File: src/rtl/alu_issue_unit_if.sv
// Bundle between the issuing sequencer, the ALU issue unit and the ALU instance.
// The unit takes the slave modport; the sequencer/ALU environment takes master.
interface alu_issue_unit_if #(
  parameter int TAG_W = 4
) ();
  logic             req_valid;
  logic             req_ready;
  logic [1:0]       req_aluop;
  logic [5:0]       req_funct;
  logic [31:0]      req_a;
  logic [31:0]      req_b;
  logic [TAG_W-1:0] req_tag;
  logic [3:0]       alu_ctl;
  logic [31:0]      alu_a;
  logic [31:0]      alu_b;
  logic [31:0]      alu_out;
  logic             alu_zero;
  logic             rsp_valid;
  logic             rsp_ready;
  logic [31:0]      rsp_result;
  logic             rsp_zero;
  logic             rsp_error;
  logic [TAG_W-1:0] rsp_tag;

  modport slave (
    input  req_valid, req_aluop, req_funct, req_a, req_b, req_tag,
    input  alu_out, alu_zero, rsp_ready,
    output req_ready, alu_ctl, alu_a, alu_b,
    output rsp_valid, rsp_result, rsp_zero, rsp_error, rsp_tag
  );

  modport master (
    output req_valid, req_aluop, req_funct, req_a, req_b, req_tag,
    output alu_out, alu_zero, rsp_ready,
    input  req_ready, alu_ctl, alu_a, alu_b,
    input  rsp_valid, rsp_result, rsp_zero, rsp_error, rsp_tag
  );
endinterface

File: src/rtl/alu_issue_unit.sv
// MIPS ALU issue unit: decodes ALUOp/funct, holds ALU inputs for SETTLE_CYCLES, returns result.
// Define ALU_ISSUE_CHECK_EN to add a reference model that flags ALU mismatches on chk_fail.
module alu_issue_unit #(
  parameter int SETTLE_CYCLES = 1,
  parameter int TAG_W         = 4
) (
  input  logic             clock,
  input  logic             reset,
  alu_issue_unit_if.slave  bus,
  output logic             chk_fail
);
  localparam int DATA_W = 32;
  localparam logic [3:0] CNT_LAST = 4'(SETTLE_CYCLES - 1);

  typedef enum logic [1:0] {IDLE, EXEC, RESP} state_t;

  state_t      state, state_nxt;
  logic [3:0]  cnt;
  logic [3:0]  dec_ctl;
  logic        dec_illegal;
  logic        accept;
  logic        capture;

  // Returns {illegal, ctl}; illegal ops report ctl 0000 but it is never issued.
  function automatic logic [4:0] decode(input logic [1:0] aluop, input logic [5:0] funct);
    logic [4:0] r;
    r = 5'b1_0000;
    case (aluop)
      2'b00: r = 5'b0_0010;
      2'b01: r = 5'b0_0110;
      2'b10: begin
        case (funct)
          6'b100000: r = 5'b0_0010;
          6'b100010: r = 5'b0_0110;
          6'b100100: r = 5'b0_0000;
          6'b100101: r = 5'b0_0001;
          6'b101010: r = 5'b0_0111;
          6'b100111: r = 5'b0_1100;
          default:   r = 5'b1_0000;
        endcase
      end
      default: r = 5'b1_0000;
    endcase
    return r;
  endfunction

  always_comb {dec_illegal, dec_ctl} = decode(bus.req_aluop, bus.req_funct);

  assign accept  = (state == IDLE) && bus.req_valid;
  assign capture = (state == EXEC) && (cnt == CNT_LAST);

  always_ff @(posedge clock or negedge reset) begin
    if (!reset) state <= IDLE;
    else        state <= state_nxt;
  end

  always_comb begin
    state_nxt     = state;
    bus.req_ready = 1'b0;
    bus.rsp_valid = 1'b0;
    case (state)
      IDLE: begin
        bus.req_ready = 1'b1;
        if (bus.req_valid) state_nxt = dec_illegal ? RESP : EXEC;
      end
      EXEC: if (cnt == CNT_LAST) state_nxt = RESP;
      RESP: begin
        bus.rsp_valid = 1'b1;
        if (bus.rsp_ready) state_nxt = IDLE;
      end
      default: state_nxt = IDLE;
    endcase
  end

  // ---- issue / capture registers ----
  always_ff @(posedge clock or negedge reset) begin
    if (!reset) begin
      bus.alu_ctl    <= 4'b0000;
      bus.alu_a      <= '0;
      bus.alu_b      <= '0;
      bus.rsp_result <= '0;
      bus.rsp_zero   <= 1'b0;
      bus.rsp_error  <= 1'b0;
      bus.rsp_tag    <= '0;
      cnt            <= 4'd0;
    end else if (accept) begin
      bus.alu_a   <= bus.req_a;
      bus.alu_b   <= bus.req_b;
      bus.rsp_tag <= bus.req_tag;
      cnt         <= 4'd0;
      if (dec_illegal) begin
        bus.rsp_error  <= 1'b1;
        bus.rsp_result <= '0;
        bus.rsp_zero   <= 1'b0;
      end else begin
        bus.alu_ctl <= dec_ctl;
      end
    end else if (state == EXEC) begin
      cnt <= cnt + 4'd1;
      if (capture) begin
        bus.rsp_result <= bus.alu_out;
        bus.rsp_zero   <= bus.alu_zero;
        bus.rsp_error  <= 1'b0;
      end
    end
  end

`ifdef ALU_ISSUE_CHECK_EN
  function automatic logic [DATA_W-1:0] ref_result(input logic [3:0] ctl,
                                                   input logic [DATA_W-1:0] a,
                                                   input logic [DATA_W-1:0] b);
    logic signed [DATA_W-1:0] sa;
    logic signed [DATA_W-1:0] sb;
    logic [DATA_W-1:0] r;
    sa = a;
    sb = b;
    case (ctl)
      4'b0000: r = a & b;
      4'b0001: r = a | b;
      4'b0010: r = a + b;
      4'b0110: r = a - b;
      4'b0111: r = (sa < sb) ? {{(DATA_W-1){1'b0}}, 1'b1} : '0;
      4'b1100: r = ~(a | b);
      default: r = '0;
    endcase
    return r;
  endfunction

  logic [DATA_W-1:0] exp_result;
  assign exp_result = ref_result(bus.alu_ctl, bus.alu_a, bus.alu_b);

  // Only legal ops reach EXEC, so capture never checks an illegal request.
  always_ff @(posedge clock or negedge reset) begin
    if (!reset) chk_fail <= 1'b0;
    else if (capture &&
             ((bus.alu_out != exp_result) || (bus.alu_zero != (exp_result == '0))))
      chk_fail <= 1'b1;
  end
`else
  assign chk_fail = 1'b0;
`endif

endmodule

File: src/flat_wrapper.sv
// flat-port wrapper written by rule: the top's interface ports become plain ports
module alu_issue_unit_flat 
#(
  parameter int SETTLE_CYCLES = 1,
  parameter int TAG_W         = 4
)
  (clock, reset, chk_fail, bus_req_valid, bus_req_aluop, bus_req_funct, bus_req_a, bus_req_b, bus_req_tag, bus_alu_out, bus_alu_zero, bus_rsp_ready, bus_req_ready, bus_alu_ctl, bus_alu_a, bus_alu_b, bus_rsp_valid, bus_rsp_result, bus_rsp_zero, bus_rsp_error, bus_rsp_tag);
  alu_issue_unit_if #(.TAG_W(TAG_W)) bus_i ();
  input  logic clock;
  input  logic reset;
  output logic chk_fail;
  input wire logic [$bits(bus_i.req_valid)-1:0] bus_req_valid;
  input wire logic [$bits(bus_i.req_aluop)-1:0] bus_req_aluop;
  input wire logic [$bits(bus_i.req_funct)-1:0] bus_req_funct;
  input wire logic [$bits(bus_i.req_a)-1:0] bus_req_a;
  input wire logic [$bits(bus_i.req_b)-1:0] bus_req_b;
  input wire logic [$bits(bus_i.req_tag)-1:0] bus_req_tag;
  input wire logic [$bits(bus_i.alu_out)-1:0] bus_alu_out;
  input wire logic [$bits(bus_i.alu_zero)-1:0] bus_alu_zero;
  input wire logic [$bits(bus_i.rsp_ready)-1:0] bus_rsp_ready;
  output wire logic [$bits(bus_i.req_ready)-1:0] bus_req_ready;
  output wire logic [$bits(bus_i.alu_ctl)-1:0] bus_alu_ctl;
  output wire logic [$bits(bus_i.alu_a)-1:0] bus_alu_a;
  output wire logic [$bits(bus_i.alu_b)-1:0] bus_alu_b;
  output wire logic [$bits(bus_i.rsp_valid)-1:0] bus_rsp_valid;
  output wire logic [$bits(bus_i.rsp_result)-1:0] bus_rsp_result;
  output wire logic [$bits(bus_i.rsp_zero)-1:0] bus_rsp_zero;
  output wire logic [$bits(bus_i.rsp_error)-1:0] bus_rsp_error;
  output wire logic [$bits(bus_i.rsp_tag)-1:0] bus_rsp_tag;
  assign bus_i.req_valid = bus_req_valid;
  assign bus_i.req_aluop = bus_req_aluop;
  assign bus_i.req_funct = bus_req_funct;
  assign bus_i.req_a = bus_req_a;
  assign bus_i.req_b = bus_req_b;
  assign bus_i.req_tag = bus_req_tag;
  assign bus_i.alu_out = bus_alu_out;
  assign bus_i.alu_zero = bus_alu_zero;
  assign bus_i.rsp_ready = bus_rsp_ready;
  assign bus_req_ready = bus_i.req_ready;
  assign bus_alu_ctl = bus_i.alu_ctl;
  assign bus_alu_a = bus_i.alu_a;
  assign bus_alu_b = bus_i.alu_b;
  assign bus_rsp_valid = bus_i.rsp_valid;
  assign bus_rsp_result = bus_i.rsp_result;
  assign bus_rsp_zero = bus_i.rsp_zero;
  assign bus_rsp_error = bus_i.rsp_error;
  assign bus_rsp_tag = bus_i.rsp_tag;
  alu_issue_unit #(.SETTLE_CYCLES(SETTLE_CYCLES), .TAG_W(TAG_W)) u_core (.clock(clock), .reset(reset), .bus(bus_i), .chk_fail(chk_fail));
endmodule
File: config.mk
export PLATFORM = sky130hd
export DESIGN_NAME = alu_issue_unit_flat
export DESIGN_NICKNAME = d
export VERILOG_FILES = /design/src/rtl/alu_issue_unit_if.sv /design/src/rtl/alu_issue_unit.sv /design/src/flat_wrapper.sv
export SDC_FILE = /design/constraint.sdc
export NUM_CORES = 1
export LEC_CHECK = 0
export CELL_PAD_IN_SITES_DETAIL_PLACEMENT = 1
export CELL_PAD_IN_SITES_GLOBAL_PLACEMENT = 2
export CORE_MARGIN = 2
export CORE_UTILIZATION = 22
export DETAILED_ROUTE_END_ITERATION = 10
export GPL_ROUTABILITY_DRIVEN = 0
export PLACE_DENSITY = 0.89
export SETUP_SLACK_MARGIN = 0.02
export SLEW_MARGIN = 20
export SYNTH_ARGS = -nofsm -noshare
export SYNTH_HDL_FRONTEND = slang
export SYNTH_SLANG_ARGS = --single-unit
File: constraint.sdc
create_clock -name clock -period 1.95 [get_ports clock]
set_clock_uncertainty 0.05 [all_clocks]
set_input_delay 0.195 -clock clock [delete_from_list [all_inputs] [get_ports clock]]
set_output_delay 0.195 -clock clock [all_outputs]
set_load 0.03 [all_outputs]
==> impl_metrics.py, run 1 <==
metrics = {
    "clock_tree": {
        "clock_latency_ns": 0.35,
        "clkSlewWorstSetupHoldPaths_ns": 0.07,
        "clock_path_buffers": 2,
        "cts-root-buf": "clkbuf_16",
        "cts_tree": "yes",
        "numCtsBuffers": 9,
        "h-tree-depth": 3,
        "cts.sinks": 112,
    },
    "finish": {
        "antenna_cells": 0,
        "drive_above_1_share": 0.0618,
        "fin_util": 0.372,
        "final_cell_mix": "nand2_1 (274), clkdlybuf4s50_1 (217), dfrtp_1 (112)",
        "syn_to_final_growth_pct": 66.7,
        "fin_nets": 838,
        "layout_commonest_cell": "nand2_1",
    },
    "floorplanning": {
        "start_util": 0.223,
        "die_area_mm2": 0.0216,
        "fp-row-count": 52,
        "die_h_um": 147,
        "core_mm2": 0.0202,
        "ios": 222,
        "dieWidth_um": 147,
    },
    "grt": {
        "first_global_vias": 4439,
        "met3_usage": 0.0590,
        "antenna_found_initial": 0,
        "grt_max_degree": 60,
        "grt_overflow": 0,
        "grtUsageMet1": 0.183,
        "grt.busiest_layer": "met2",
        "grtUsageMet2": 0.223,
        "grt_pass1_wl_mm": 24.4,
        "gr-usage-all-layers": 0.142,
    },
    "setup_path": {
        "cp_max_fo": 5,
        "worstPathCellList": "nor2_1 -> dlygate4sd2_1",
        "crit_cells": 2,
        "worstSetupPathType": "reg -> out",
        "worstSetupStartpointType": "register",
        "cp_data_required_time_ns": 1.70,
        "cpPeakStageDelay_ns": 0.47,
        "startpoint": "u_core.state[0]",
        "r2r-end": "u_core.bus.rsp_result[3]",
        "end_kind": "output port",
        "reg2reg_slack_ns": 0.25,
        "reg2reg_depth": 7,
        "cp.arrival_ns": 1.49,
        "rr_startpoint": "u_core.cnt[0]",
        "cp_slowest_cell": "dlygate4sd2_1",
        "cp_top_family": "buffers and inverters",
        "cp_num_buf_inv": 1,
        "crit_path_end": "bus_req_ready",
    },
    "sta": {
        "maxSlewHeadroom": 0.660,
        "holdWs_ns": 0.181,
        "slew_violations": 0,
        "setup_violations": 0,
        "tightest_slew_ns": 0.510,
        "hold_violations": 0,
        "timing.final.crit_share": 0.891,
        "setup_tns_ns": 0,
        "rsz0062_at_grt": "false",
        "fmax_mhz": 576,
        "fin_crit_ns": 1.74,
    },
    "synth": {
        "yosys_warnings": 0,
        "synth.top_cell.area_share": 0.623,
        "synth_area_leaders": "dfrtp_1 (62%), nand2_1 (23%), a21oi_1 (3.9%), buf_2 (1.3%), buf_6 (1.0%)",
        "synth.ff_latch_count": 112,
        "syn_area_mm2": 0.00450,
        "synth.avg_cell_area_um2": 9.06,
        "syn_nets": 612,
        "synth_edf_count": 0,
        "synth_cells": 497,
        "ys.flop_type": "dfrtp_1",
        "synth.distinct_cells": 37,
        "async_reset_ff_frac": 1.00,
        "yosys.area.top_type": "dfrtp_1",
        "ys_seq_area_frac": 0.623,
    },
    "drt": {
        "vias": 4112,
        "first_pass_iters": 4,
        "drtIter0Drc": 66,
        "via_per_inst": 4.12,
        "wl_per_cell_um": 15.0,
        "drtAntennaViolNets": 0,
        "drc": 0,
        "totalWireLength_mm": 15.0,
    },
    "place": {
        "dpl.hpwl_mm": 10.8,
        "portBuffers": 220,
    },
    "power_and_ir_drop": {
        "peakVddDrop_uv": 616,
        "power.leakage_nw": 3.44,
        "power_density_mw_per_mm2": 1650,
    },
    "status": {
        "status": "complete, no violations",
    },
    "hold_path": {
        "hold_path_class": "in -> async",
    },
    "job": {
        "drv_cap": 0,
    },
}
-- registers in the layout (all words and copies together) (netlist names) --
register               cells
u_core.bus.rsp_tag         4
u_core.bus.alu_ctl         4
u_core.bus.rsp_zero        1
u_core.bus.rsp_error       1
u_core.bus.alu_a          32
u_core.bus.alu_b          32
u_core.state               2
u_core.bus.rsp_result     32
u_core.cnt                 4
-- per-layer routing --
metal	routed length, um	vias up
met5	0	-
met4	125	0
met3	1360	10
met2	6790	147
met1	6690	1958
li1	-	1997
-- worst reg2reg max path, cell delays in order (launching register included) --
cell	delay, ns
dfrtp_1	0.42
inv_1	0.07
ha_1	0.14
nor3b_2	0.27
and2_1	0.22
buf_12	0.20
nand2_1	0.10
a21oi_1	0.15
-- power breakdown --
part | switching (mW) | internal, mW
clock | 0.895 | 1.21
sequential | 0.563 | 3.33
combinational | 3.79 | 2.58
-- cell families (layout without fill, tap and decap cells) --
logic type | Yosys count | after routing | synth area share
adder cells (fa/ha/maj) | 2 | 2 | 0.00556
multiplexers | 2 | 2 | 0.00445
buffers and inverters | 30 | 261 | 0.0359
XOR/XNOR | 2 | 2 | 0.00389
flip-flops | 112 | 112 | 0.623
AO/OA/AOI/OAI | 47 | 47 | 0.0595
other | 1 | 1 | 0.000833
AND/OR/NAND/NOR | 301 | 301 | 0.267
-- stage by stage --
| stage | power (mW) | worst slack (ns) | area, um^2 | std cells |
|---|---|---|---|---|
| 5_1_grt | 13.2 | 0.0670 | 7500 | 998 |
| 3_3_place_gp | 10.3 | 0.0625 | 7150 | 981 |
| 2_1_floorplan | 7.35 | 0.138 | 4500 | 497 |
| 3_5_place_dp | 10.4 | 0.0287 | 7150 | 981 |
| 6_report | 12.4 | 0.213 | 7500 | 998 |
| 4_1_cts | 12.6 | 0.125 | 7500 | 998 |
-- what timing repair did --
| item | 4_1_cts | 5_1_grt |
|---|---|---|
| buffers inserted | 0 | 0 |
| endpoints found under the setup margin | 2 | 18 |
| resized for setup | 2 | 1 |
| pin swaps | 0 | 0 |
| endpoints found under the hold margin | 112 | 0 |
| hold buffers | 1 | 0 |
| gates cloned | 0 | 0 |
-- cells in the mapped netlist (all sizes together), types with 2 or more instances --
library cell,instances
a21o,2
nand2,275
clkbuf,10
buf,17
nand3,3
a21oi,35
xor2,2
dfrtp,112
nand2b,2
inv,3
nor2b,2
o21ai,3
mux2i,2
ha,2
nor2,5
nor3b,4
-- worst min path at each step --
stage / startpoint / to / slack (ns) / depth (start not counted)
after detailed placement: reset / u_core.bus.alu_b[19] / 0.006 / 1
final: reset / u_core.bus.alu_b[19] / 0.18 / 2
after floorplan: reset / u_core.bus.alu_a[0] / -0.15 / 0
after global placement: reset / u_core.bus.alu_b[19] / 0.002 / 1
after global routing: reset / u_core.bus.alu_b[19] / 0.18 / 2
after CTS: reset / u_core.bus.alu_b[19] / 0.17 / 2
-- area by class of cell --
class | instances | area, um^2
tap | 270 | 338
clock inverter | 5 | 85.1
timing repair buffer | 242 | 2460
inverter | 3 | 11.3
sequential | 112 | 2800
multi-input combinational | 355 | 1550
clock buffer | 11 | 253
fill | 2332 | 12700
Note: power is estimated with default switching activity, not from simulation.
==> inputs of run 2 (changes only) <==
--- a/config.mk
+++ b/config.mk
@@ -5,13 +5,11 @@
 export SDC_FILE = /design/constraint.sdc
 export NUM_CORES = 1
 export LEC_CHECK = 0
-export CELL_PAD_IN_SITES_DETAIL_PLACEMENT = 1
-export CELL_PAD_IN_SITES_GLOBAL_PLACEMENT = 2
 export CORE_MARGIN = 2
-export CORE_UTILIZATION = 22
+export CORE_UTILIZATION = 36
 export DETAILED_ROUTE_END_ITERATION = 10
 export GPL_ROUTABILITY_DRIVEN = 0
-export PLACE_DENSITY = 0.89
+export PLACE_DENSITY = 0.83
 export SETUP_SLACK_MARGIN = 0.02
 export SLEW_MARGIN = 20
 export SYNTH_ARGS = -nofsm -noshare
==> impl_metrics.py, run 2 (same netlist as run 1, synthesis figures left out) <==
metrics = {
    "finish": {
        "reg.largest.list": "u_core.bus.alu_a x32, u_core.bus.alu_b x32, u_core.bus.rsp_result x32",
        "layout_commonest_cell": "nand2_1",
        "multi_input_area_mm2": 0.00155,
        "finalInstanceArea_mm2": 0.00724,
        "seqCellArea_mm2": 0.00280,
        "syn_to_final_growth_pct": 60.7,
        "layout.cells.non_filler": 893,
        "drive_above_1_share": 0.0538,
        "final_cell_mix": "nand2_1 (274), clkdlybuf4s50_1 (217), dfrtp_1 (112)",
        "fill_cells": 1048,
        "antenna_cells": 0,
        "fin_nets": 835,
    },
    "setup_path": {
        "cp.arrival_ns": 1.91,
        "worstSetupStartpointType": "register",
        "cp_max_fo": 34,
        "r2r-end": "u_core.bus.rsp_result[28]",
        "cpPeakStageDelay_ns": 0.42,
        "cp_slowest_cell": "dfrtp_1",
        "reg2reg_depth": 7,
        "end_kind": "register",
        "cp_num_buf_inv": 2,
        "worstPathCellList": "inv_1 -> ha_1 -> nor3b_1 -> and2_1 -> buf_12 -> nand2_1 -> a21oi_1",
        "cp_top_family": "simple AND/OR/NAND/NOR gates",
        "worstSetupPathType": "reg -> reg",
        "reg2reg_slack_ns": 0.25,
        "crit_cells": 7,
        "rr_startpoint": "u_core.cnt[0]",
        "cp_data_required_time_ns": 2.16,
    },
    "floorplanning": {
        "die_area_mm2": 0.0134,
        "dieWidth_um": 116,
        "die_h_um": 116,
        "core_mm2": 0.0121,
        "ios": 222,
        "start_util": 0.372,
        "fp-row-count": 40,
    },
    "place": {
        "dpl_cell_area_mm2": 0.00694,
        "dpl.hpwl_mm": 9.59,
        "dp.cells": 876,
        "portBuffers": 220,
    },
    "drt": {
        "via_per_inst": 4.65,
        "totalWireLength_mm": 12.8,
        "first_pass_iters": 4,
        "drc": 0,
        "drtAntennaViolNets": 0,
        "wl_met2_mm": 6.43,
        "drtIter0Drc": 277,
        "dr.max_layer_used": "met4",
        "wl_met3_um": 986,
        "met1_length_mm": 5.10,
        "wl_per_cell_um": 14.3,
        "vias": 4152,
    },
    "sta": {
        "slew_violations": 0,
        "maxSlewHeadroom": 0.634,
        "timing.final.crit_share": 0.871,
        "hold_violations": 0,
        "setup_violations": 0,
        "tightest_slew_ns": 0.549,
        "fin_crit_ns": 1.70,
        "rsz0062_at_grt": "false",
        "fmax_mhz": 589,
    },
    "clock_tree": {
        "numCtsBuffers": 9,
        "postCtsSetupRepairBufs": 0,
        "cts-root-buf": "clkbuf_16",
        "clock_path_buffers": 2,
        "h-tree-depth": 3,
        "cts_tree": "yes",
        "clkSlewWorstSetupHoldPaths_ns": 0.07,
        "clock_latency_ns": 0.34,
        "cts.sinks": 112,
    },
    "hold_path": {
        "hold_path_class": "in -> async",
    },
    "status": {
        "status": "complete, no violations",
    },
    "power_and_ir_drop": {
        "total_power_mw": 11.9,
        "peakVddDrop_uv": 854,
        "power.leakage_nw": 3.37,
        "power_density_mw_per_mm2": 1640,
    },
    "grt": {
        "antenna_found_initial": 0,
        "grt_max_degree": 46,
        "grt_overflow": 0,
        "first_global_vias": 4318,
        "grt_pass1_wl_mm": 20.5,
        "gr-usage-all-layers": 0.194,
    },
    "job": {
        "drv_cap": 0,
    },
}
[run 2: repair_timing]
item	in CTS	in global routing
hold buffers	1	0
gates resized for setup	2	0
endpoints found under the setup margin	2	0
hold endpoints to repair	39	0
[run 2: worst register-to-register path, cell delays in order, from the launching register on]
cell and delay, ns:
dfrtp_1 0.42, inv_1 0.07, ha_1 0.13, nor3b_1 0.29
and2_1 0.22, buf_12 0.20, nand2_1 0.10, a21oi_1 0.14
[run 2: area by class of cell]
class,count,area share
clock buffer,14,0.0379
multi-input combinational,355,0.214
tap,168,0.0291
inverter,3,0.00156
clock inverter,2,0.00173
timing repair buffer,239,0.329
sequential,112,0.387
[run 2: per-stage QoR]
stage	setup TNS [ns]	setup WS, ns	hold slack [ns]	utilization
floorplan	0	0.138	-0.151	-
global placement	0	0.0429	0.160	0.573
detailed placement	-0.292	-0.0233	0.174	0.573
CTS	0	0.215	0.309	0.597
global route	0	0.0485	0.315	0.597
finish	0	0.252	0.322	0.597
[run 2: routing by layer]
layer  vias to the layer above  GRT usage
met5                         -          0
met4                         0     0.0738
met3                        21     0.0533
met2                       153      0.341
met1                      1978      0.228
li1                       2000          -
[run 2: worst max path at each step]
stage	from	endpoint
after floorplan	u_core.state[0]	u_core.bus.alu_ctl[2]
after global placement	bus_req_funct[0]	u_core.bus.rsp_result[14]
after detailed placement	bus_req_funct[0]	u_core.bus.rsp_result[19]
after CTS	u_core.bus.alu_ctl[0]	bus_alu_ctl[0]
after global routing	u_core.cnt[1]	u_core.bus.rsp_result[22]
final	u_core.cnt[0]	u_core.bus.rsp_result[28]
[run 2: where the power goes]
group / internal, mW / switching [mW] / total (mW)
clock network: 0.972 / 0.794 / 1.77
registers: 3.33 / 0.590 / 3.92
logic: 2.50 / 3.69 / 6.19
total: 6.81 / 5.08 / 11.9
==> inputs of run 3 (changes only) <==
--- a/config.mk
+++ b/config.mk
@@ -5,11 +5,13 @@
 export SDC_FILE = /design/constraint.sdc
 export NUM_CORES = 1
 export LEC_CHECK = 0
+export ABC_AREA = 1
+export ABC_CLOCK_PERIOD_IN_PS = 1600
 export CORE_MARGIN = 2
 export CORE_UTILIZATION = 36
 export DETAILED_ROUTE_END_ITERATION = 10
 export GPL_ROUTABILITY_DRIVEN = 0
-export PLACE_DENSITY = 0.83
+export PLACE_DENSITY = 0.81
 export SETUP_SLACK_MARGIN = 0.02
 export SLEW_MARGIN = 20
 export SYNTH_ARGS = -nofsm -noshare
==> constraint.sdc (replaced) <==
create_clock -name clock -period 1.6 [get_ports clock]
set_clock_uncertainty 0.05 [all_clocks]
set_input_delay 0.16 -clock clock [delete_from_list [all_inputs] [get_ports clock]]
set_output_delay 0.16 -clock clock [all_outputs]
set_load 0.03 [all_outputs]
==> impl_metrics.py, run 3 <==
metrics = {
    "synth": {
        "synth.top_cell.area_share": 0.582,
        "synth_area_leaders": "dfrtp_1 (58%), nand2_1 (22%), nand3_1 (4.1%), inv_1 (3.7%), nor2_1 (3.3%)",
        "synth_edf_count": 0,
        "synth.ff_latch_count": 112,
        "ys_seq_area_frac": 0.582,
        "netlist_top_cells_count": "nand2_1 (283), dfrtp_1 (112), inv_1 (47), nor2_1 (42), nand3_1 (39)",
        "synth.avg_cell_area_um2": 8.21,
        "async_reset_ff_frac": 1.00,
        "syn_nets": 702,
        "synth.distinct_cells": 27,
        "syn_area_mm2": 0.00482,
        "yosys.area.top_type": "dfrtp_1",
        "yosys_warnings": 0,
        "synth_cells": 587,
        "synth_most_common_cell": "nand2_1",
        "ys.flop_type": "dfrtp_1",
    },
    "clock_tree": {
        "cts.sinks": 112,
        "clock_path_buffers": 2,
        "clock_latency_ns": 0.35,
        "numCtsBuffers": 9,
        "cts_tree": "yes",
        "cts-root-buf": "clkbuf_16",
        "clkSlewWorstSetupHoldPaths_ns": 0.08,
        "h-tree-depth": 3,
    },
    "finish": {
        "fin_nets": 943,
        "layout.cells.non_filler": 1009,
        "final_cell_mix": "nand2_1 (281), dfrtp_1 (112), clkdlybuf4s50_1 (111)",
        "drive_above_1_share": 0.0948,
        "antenna_cells": 0,
        "reg.largest.list": "u_core.bus.alu_a x32, u_core.bus.alu_b x32, u_core.bus.rsp_result x32",
        "syn_to_final_growth_pct": 63.9,
        "layout_commonest_cell": "nand2_1",
    },
    "place": {
        "dp.cells": 976,
        "portBuffers": 220,
        "pre_cts_slack_ns": -0.217,
        "dpl.hpwl_mm": 9.10,
    },
    "sta": {
        "fmax_mhz": 648,
        "hold_violations": 0,
        "setup_violations": 0,
        "fin_ws_ns": 0.0559,
        "rsz0062_at_grt": "true",
        "fin_crit_ns": 1.54,
        "slew_violations": 0,
        "timing.final.crit_share": 0.965,
    },
    "grt": {
        "grt_overflow": 0,
        "grt_max_degree": 63,
        "first_global_vias": 4441,
        "grt_pass1_wl_mm": 21.3,
        "gr-usage-all-layers": 0.185,
        "antenna_found_initial": 0,
    },
    "setup_path": {
        "startpoint": "u_core.cnt[1]",
        "cp_max_fo": 6,
        "worstSetupStartpointType": "register",
        "rr_startpoint": "u_core.cnt[1]",
        "worstSetupPathType": "reg -> reg",
        "cp_data_required_time_ns": 1.84,
        "cp.arrival_ns": 1.79,
        "end_kind": "register",
    },
    "floorplanning": {
        "core_mm2": 0.0131,
        "fp-row-count": 42,
        "die_area_mm2": 0.0143,
        "die_h_um": 120,
        "ios": 222,
        "start_util": 0.367,
        "dieWidth_um": 120,
    },
    "drt": {
        "vias": 4526,
        "wl_per_cell_um": 13.6,
        "totalWireLength_mm": 13.8,
        "drc": 0,
        "first_pass_iters": 5,
        "via_per_inst": 4.49,
        "drtAntennaViolNets": 0,
        "drtIter0Drc": 318,
    },
    "power_and_ir_drop": {
        "peakVddDrop_uv": 960,
        "power_density_mw_per_mm2": 1940,
        "power.leakage_nw": 4.30,
        "total_power_mw": 15.3,
    },
    "hold_path": {
        "hold_path_class": "in -> async",
    },
    "job": {
        "drv_cap": 0,
    },
    "status": {
        "status": "complete, no violations",
    },
}
run 3: final cells by class:
class                   count  area [um^2]
multi-input cells         403         1810
repair buffers            254         2600
flip-flops and latches    112         2800
inverters                  48          188
well taps                 176          220
clock inverters             5         40.0
fillers                  1201         5240
clock buffers              11          243
run 3: metrics by stage:
step | utilization | hold slack (ns) | TNS [ns] | area, um^2
2_1_floorplan | - | -0.186 | 0 | 4820
3_3_place_gp | 0.561 | 0.131 | -5.53 | 7370
3_5_place_dp | 0.561 | 0.136 | -7.23 | 7370
4_1_cts | 0.576 | 0.274 | 0 | 7570
5_1_grt | 0.601 | 0.290 | -0.0342 | 7900
6_report | 0.601 | 0.287 | 0 | 7900
run 3: final timing paths:
path | endpoint | depth (start not counted) | slack (ns)
max | u_core.bus.rsp_result[19] | 8 | 0.06
min | u_core.bus.alu_a[23] | 3 | 0.29
max reg2reg | u_core.bus.rsp_result[19] | 8 | 0.06
min reg2reg | u_core.bus.rsp_result[0] | 2 | 0.42
max in group asynchronous | u_core.bus.alu_b[24] | 3 | 0.90
min in group clock | u_core.bus.alu_a[21] | 3 | 0.29
run 3: timing repair:
| item | CTS | global route |
|---|---|---|
| endpoints found under the hold margin | 112 | 0 |
| setup buffers | 2 | 2 |
| cloned | 1 | 11 |
| setup endpoints to repair | 141 | 40 |
| pin swaps | 2 | 4 |
| resized for setup | 108 | 20 |
| hold buffers | 1 | 0 |
run 3: worst max-delay path, cell delays in order (launching register included):
cell       delay (ns)
dfrtp_1          0.41
inv_2            0.08
ha_4             0.14
nand3_4          0.08
o21ai_4          0.21
clkbuf_16        0.23
buf_12           0.13
nand3_1          0.08
nand2_1          0.07
run 3: power by group:
part / switching (mW) / internal, mW
registers: 0.688 / 4.11
clock network: 1.03 / 1.11
logic: 5.34 / 3.02
run 3: kinds of logic after synthesis:
kind of cell / count (synthesis) / share of synthesized area
DFF: 112 / 0.582
adders and majority gates: 2 / 0.00519
other: 1 / 0.000778
buffers and inverters: 77 / 0.0724
AOI/OAI and AO/OA: 12 / 0.0151
xor gates and xnor gates: 2 / 0.00364
and+or+nand+nor: 381 / 0.321
run 3: routing by layer:
layer	wire [um]	global-route usage
met1	6000	0.240
met2	6370	0.297
met3	1080	0.0461
met4	303	0.0743
met5	0	0
